--- config.mk ---
export PLATFORM = sky130hd
export DESIGN_NAME = fp32_mul_byte_bridge
export DESIGN_NICKNAME = d
export VERILOG_FILES = /design/src/rtl/fp32_mul_pkg.sv /design/src/rtl/fp32_result_serializer.sv /design/src/rtl/fp32_mul_byte_bridge.sv
export SDC_FILE = /design/constraint.sdc
export NUM_CORES = 1
export LEC_CHECK = 0
export ABC_AREA = 0
export BUFFER_PORTS_ARGS = -buffer_cell sky130_fd_sc_hd__buf_2
export CORE_MARGIN = 1.5
export CORE_UTILIZATION = 30
export DETAILED_ROUTE_END_ITERATION = 7
export PLACE_DENSITY = 0.59
export SYNTH_ARGS = -nofsm -noshare
export SYNTH_HDL_FRONTEND = slang
export SYNTH_HIERARCHICAL = 1
export SYNTH_SLANG_ARGS = --single-unit
--- constraint.sdc ---
create_clock -name clock -period 3.8 [get_ports clock]
set_input_delay 0.57 -clock clock [delete_from_list [all_inputs] [get_ports clock]]
set_output_delay 0.57 -clock clock [all_outputs]
set_load 0.005 [all_outputs]
--- src/rtl/fp32_mul_pkg.sv ---
// Shared types and constants for the FP32 Multiply byte-stream bridge.
package fp32_mul_pkg;

  typedef enum logic [1:0] {
    LOAD  = 2'd0,
    ISSUE = 2'd1,
    WAIT  = 2'd2,
    SEND  = 2'd3
  } state_e;

  localparam logic [31:0] FP32_QNAN     = 32'h7FC0_0000;
  localparam int          OPERAND_BYTES = 8;
  localparam int          RESULT_BYTES  = 4;

endpackage

--- src/rtl/fp32_result_serializer.sv ---
// Holds a 32-bit result and hands it out MSB byte first over a valid/ready port.
module fp32_result_serializer
  import fp32_mul_pkg::*;
(
  input  logic        clock,
  input  logic        reset,
  input  logic        load_i,
  input  logic [31:0] res_i,
  input  logic        out_ready,
  output logic        out_valid,
  output logic [7:0]  out_byte,
  output logic        done_o
);

  logic [31:0] res_q, res_d;
  logic [1:0]  send_cnt_q, send_cnt_d;
  logic        valid_q, valid_d;
  logic        hs;

  assign hs        = valid_q & out_ready;
  assign done_o    = hs && (send_cnt_q == 2'(RESULT_BYTES - 1));
  assign out_valid = valid_q;
  assign out_byte  = res_q[31:24];

  always_comb begin
    res_d      = res_q;
    send_cnt_d = send_cnt_q;
    valid_d    = valid_q;
    if (load_i) begin
      res_d      = res_i;
      send_cnt_d = '0;
      valid_d    = 1'b1;
    end else if (hs) begin
      res_d = {res_q[23:0], 8'h00};
      if (done_o) begin
        send_cnt_d = '0;
        valid_d    = 1'b0;
      end else begin
        send_cnt_d = send_cnt_q + 2'd1;
      end
    end
  end

  always_ff @(posedge clock or posedge reset) begin
    if (reset) begin
      res_q      <= '0;
      send_cnt_q <= '0;
      valid_q    <= 1'b0;
    end else begin
      res_q      <= res_d;
      send_cnt_q <= send_cnt_d;
      valid_q    <= valid_d;
    end
  end

endmodule

--- src/rtl/fp32_mul_byte_bridge.sv ---
// Byte-stream front end for the FP32 Multiply core: gathers operands, issues them,
// and returns the result (or a timeout qNaN) as four bytes.
//   state | meaning
//   LOAD  | shifting in 8 operand bytes
//   ISSUE | operand pair offered to the core
//   WAIT  | waiting for the core result, bounded by TIMEOUT
//   SEND  | result bytes streaming out
module fp32_mul_byte_bridge
  import fp32_mul_pkg::*;
#(
  parameter int DATA_W  = 32,
  parameter int TIMEOUT = 255
) (
  input  logic              clock,
  input  logic              reset,
  input  logic              in_valid,
  input  logic [7:0]        in_byte,
  output logic              in_ready,
  output logic [DATA_W-1:0] io_a_bits,
  output logic [DATA_W-1:0] io_b_bits,
  output logic              io_in_valid,
  input  logic              io_in_ready,
  input  logic              io_out_valid,
  input  logic [DATA_W-1:0] io_out_bits,
  output logic              out_valid,
  output logic [7:0]        out_byte,
  input  logic              out_ready,
  output logic              busy,
  output logic              timeout_err
);

  state_e              state_q;
  logic [2:0]          byte_cnt_q;
  logic [7:0]          wait_cnt_q;
  logic [2*DATA_W-1:0] opnd_q;
  logic                timeout_err_q;

  logic              timeout_hit;
  logic              ser_load;
  logic [DATA_W-1:0] ser_res;
  logic              ser_done;

  assign in_ready    = (state_q == LOAD);
  assign io_in_valid = (state_q == ISSUE);
  assign busy        = (state_q != LOAD);
  assign timeout_err = timeout_err_q;
  assign io_a_bits   = opnd_q[2*DATA_W-1:DATA_W];
  assign io_b_bits   = opnd_q[DATA_W-1:0];

  assign timeout_hit = (state_q == WAIT) && !io_out_valid
                       && (wait_cnt_q == 8'(TIMEOUT - 1));
  // A core answering in the same cycle it accepts is captured straight from ISSUE.
  assign ser_load = ((state_q == ISSUE) && io_in_ready && io_out_valid)
                    || ((state_q == WAIT) && (io_out_valid || timeout_hit));
  assign ser_res  = timeout_hit ? FP32_QNAN : io_out_bits;

  always_ff @(posedge clock or posedge reset) begin
    if (reset) begin
      state_q       <= LOAD;
      byte_cnt_q    <= '0;
      wait_cnt_q    <= '0;
      opnd_q        <= '0;
      timeout_err_q <= 1'b0;
    end else begin
      case (state_q)
        LOAD: begin
          if (in_valid) begin
            opnd_q        <= {opnd_q[2*DATA_W-9:0], in_byte};
            timeout_err_q <= 1'b0;
            if (byte_cnt_q == 3'(OPERAND_BYTES - 1)) begin
              byte_cnt_q <= '0;
              state_q    <= ISSUE;
            end else begin
              byte_cnt_q <= byte_cnt_q + 3'd1;
            end
          end
        end
        ISSUE: begin
          if (io_in_ready) begin
            wait_cnt_q <= '0;
            state_q    <= io_out_valid ? SEND : WAIT;
          end
        end
        WAIT: begin
          if (io_out_valid) begin
            state_q <= SEND;
          end else if (timeout_hit) begin
            timeout_err_q <= 1'b1;
            state_q       <= SEND;
          end else begin
            wait_cnt_q <= wait_cnt_q + 8'd1;
          end
        end
        SEND: begin
          if (ser_done) state_q <= LOAD;
        end
        default: state_q <= LOAD;
      endcase
    end
  end

  fp32_result_serializer u_ser (
    .clock     (clock),
    .reset     (reset),
    .load_i    (ser_load),
    .res_i     (ser_res),
    .out_ready (out_ready),
    .out_valid (out_valid),
    .out_byte  (out_byte),
    .done_o    (ser_done)
  );

endmodule
==> summary.txt <==
Status
  – Status: finished, final reports clean

Pwr
  – Power per cell area: 805 mW/mm^2
  – Pwr Total: 5.44 mW
  – LEAKAGE: 3.11 nW
  – VDD IR-drop max: 0.000483 V

Timing
  – Post-layout min period: 2780 ps
  – Fmax: 360 MHz
  – Final-report hold violation count: 0
  – Setup Viol. Count Final: 0
  – Fin crit share: 73.1%
  – Worst Skew: 8.28 ps
  – Final setup TNS: 0 ps
  – RSZ-0062 raised after global routing: no
  – Slew headroom: 41.2%
  – Measured slew at the worst slew-check pin: 879 ps
  – WHS: 257 ps
  – Slew Limit Fails: 0

Finish
  – Layout cell share with drive strength beyond 1: 44.6%
  – Post-Layout Cell Count: 808
  – Filler cells: 1778
  – Number of nets in the layout: 623
  – Final instance area: 0.00676 mm^2
  – # diodes: 0
  – Area Overhead vs Synth: 23.4%

GRT
  – Vias in the first global route: 4016
  – Initial antenna violation count: 0
  – Global-route usage over all layers: 13.4%
  – First-pass GRT wire length: 20.6 mm
  – Largest net degree at the start of global routing: 92
  – GRT Residual Overflow: 0

Die
  – IO Count: 123
  – Area of the die: 0.0191 mm^2
  – FP Rows: 49
  – Core ar.: 0.0180 mm^2
  – Initial Util: 30.5%
  – Die width: 138 um
  – Die H: 138 um

Clock tree
  – Clk slew on worst S/H paths: 50 ps
  – Post-CTS sizing: 0
  – CTS Sinks: 113
  – CTS Buf Count: 17
  – Hold Buf Count CTS: 0
  – CTS tree: yes
  – CTS root buffer: clkbuf_16
  – H-tree Lvls: 4
  – Post-CTS Setup Inserts: 0
  – Clock latency on the worst-skew pair: 410 ps
  – CTS max path bufs: 2

Yosys
  – Unique masters post-synth: 45
  – Sequential area share after synthesis: 51.6%
  – Commonest cells post-synth: dfrtp_1 (113), mux2_2 (66), nand2_1 (41), nand2b_1 (26)
  – Ys flop type: dfrtp_1
  – Netlist Area Pre-Place: 0.00548 mm^2
  – Area leader, netlist: dfrtp_1
  – Post-Syn Nets: 513
  – Synth area leaders: dfrtp_1 (52%), mux2_2 (14%), nand4b_1 (3.8%), nand2b_1 (3.0%), nand2_1 (2.8%)
  – Synth warn: 6
  – Syn Inst Count: 457
  – Mean Syn Cell Area: 12.0 um^2
  – Fraction of registers with async set/reset: 100%
  – Synth top area share: 51.6%
  – Post-synth EDFFs: 0
  – Synth Register Bits: 113
  – Count leader, synth: dfrtp_1

Critical path
  – Worst r2r dst: u_ser/res_q[11]
  – WS Path Type: flop to flop
  – Crit path launch type: flop
  – Worst EP required: 4060 ps
  – Critical Path End: u_ser/res_q[11]
  – Crit. End Element: flop
  – Worst Reg-to-Reg Cells: 9
  – Worst setup path startpoint: state_q[0]
  – R2R setup slack: 1020 ps
  – Maximum fanout along the worst path: 91
  – Critical Path AT: 3040 ps
  – R2r startpoint: state_q[0]

Route
  – Detailed router's first-iteration violation count: 187
  – Detailed-route wire length: 12.1 mm
  – DR pass1 iterations: 4
  – Drt wl/cell: 15.0 um
  – Detail Route Antenna Nets: 0
  – Via count: 3826
  – DR vias/cell: 4.74
  – DRC errors left: 0

Place
  – DPL Wire Length: 7.99 mm
  – Placer congestion estimate: 0.815
  – Port Buf Inserts: 122
  – Placed insts: 777
  – Placed Area: 0.00620 mm^2

Flow run
  – Max-cap viol count: 0

Hold path
  – HP Class: primary input to async pin
where the power goes:
group	internal [mW]	switching (mW)	total [mW]
registers	1.75	0.359	2.11
clock network	0.916	0.563	1.48
logic	1.01	0.850	1.86
per-layer routing:
layer,up-vias,global-route usage (%),share of wire [%]
met5,-,0,0
met4,0,4.54,0.91
met3,9,6.10,8.4
met2,126,21.2,47
met1,1872,16.2,44
li1,1819,-,-
state kept, by name, summed over array words and instances (netlist names):
| name | count |
|---|---|
| state_q | 2 |
| u_ser/send_cnt_q | 2 |
| timeout_err | 1 |
| opnd_q | 64 |
| u_ser/res_q | 32 |
| byte_cnt_q | 3 |
| u_ser/out_valid | 1 |
| wait_cnt_q | 8 |
area by class of cell:
| cell class | instances | area (um^2) | share of cell area [%] |
|---|---|---|---|
| multi-input cells | 288 | 2330 | 34.5 |
| well taps | 229 | 287 | 4.24 |
| inverters | 18 | 68.8 | 1.02 |
| clock buffers | 20 | 447 | 6.61 |
| flip-flops and latches | 113 | 2830 | 41.8 |
| clock inverters | 11 | 110 | 1.63 |
| repair buffers | 129 | 688 | 10.2 |
per-stage QoR:
stage / util, % / worst slack (ps)
6_report: 37.6 / 1020
5_1_grt: 37.6 / 823
4_1_cts: 37.6 / 1040
2_1_floorplan: - / 1230
3_5_place_dp: 34.5 / 1100
3_3_place_gp: 34.5 / 1210
placed cells by master, fill, tap and decap left out, types with 5 or more instances in the layout:
master and n:
nor2b_1 24, a21oi_1 6, nand2_1 40, o311ai_2 8, nand4b_1 24, or2_2 11
buf_4 5, dfrtp_1 113, nor2_1 5, clkinv_4 5, o211ai_1 15, nand3_1 5
inv_1 17, mux2_2 66, buf_2 122, nand2b_1 26, clkbuf_16 17, ha_1 10
o21ai_1 9
critical path, cell delays in order (launching register included):
cell and delay, ps:
dfrtp_1 420, inv_1 130, ha_1 420, nand4_2 320, nor3_4 190, buf_4 350
a21o_2 170, buf_12 290, nand4b_1 190, o211ai_1 120
logic make-up (layout without fill, tap and decap cells):
kind of cell	Yosys count	count (layout)	share of synthesized area, %
AND/OR/NAND/NOR	149	149	16.5
flip-flops	113	113	51.6
multiplexers	69	69	14.2
AO/OA/AOI/OAI	59	59	9.32
buffers and inverters	56	178	5.91
adder cells (fa/ha/maj)	10	10	2.28
XOR/XNOR	1	1	0.160
worst min-delay path by stage:
stage          slack [ps]            end  depth (start not counted)          start
2_1_floorplan         480  byte_cnt_q[0]                          1  byte_cnt_q[0]
3_3_place_gp          480     opnd_q[56]                          1     opnd_q[56]
3_5_place_dp          490     opnd_q[59]                          1     opnd_q[59]
4_1_cts               270     opnd_q[53]                          2          reset
5_1_grt               320     opnd_q[53]                          2          reset
6_report              260     opnd_q[61]                          2          reset
Note: power is estimated with default switching activity, not from simulation.
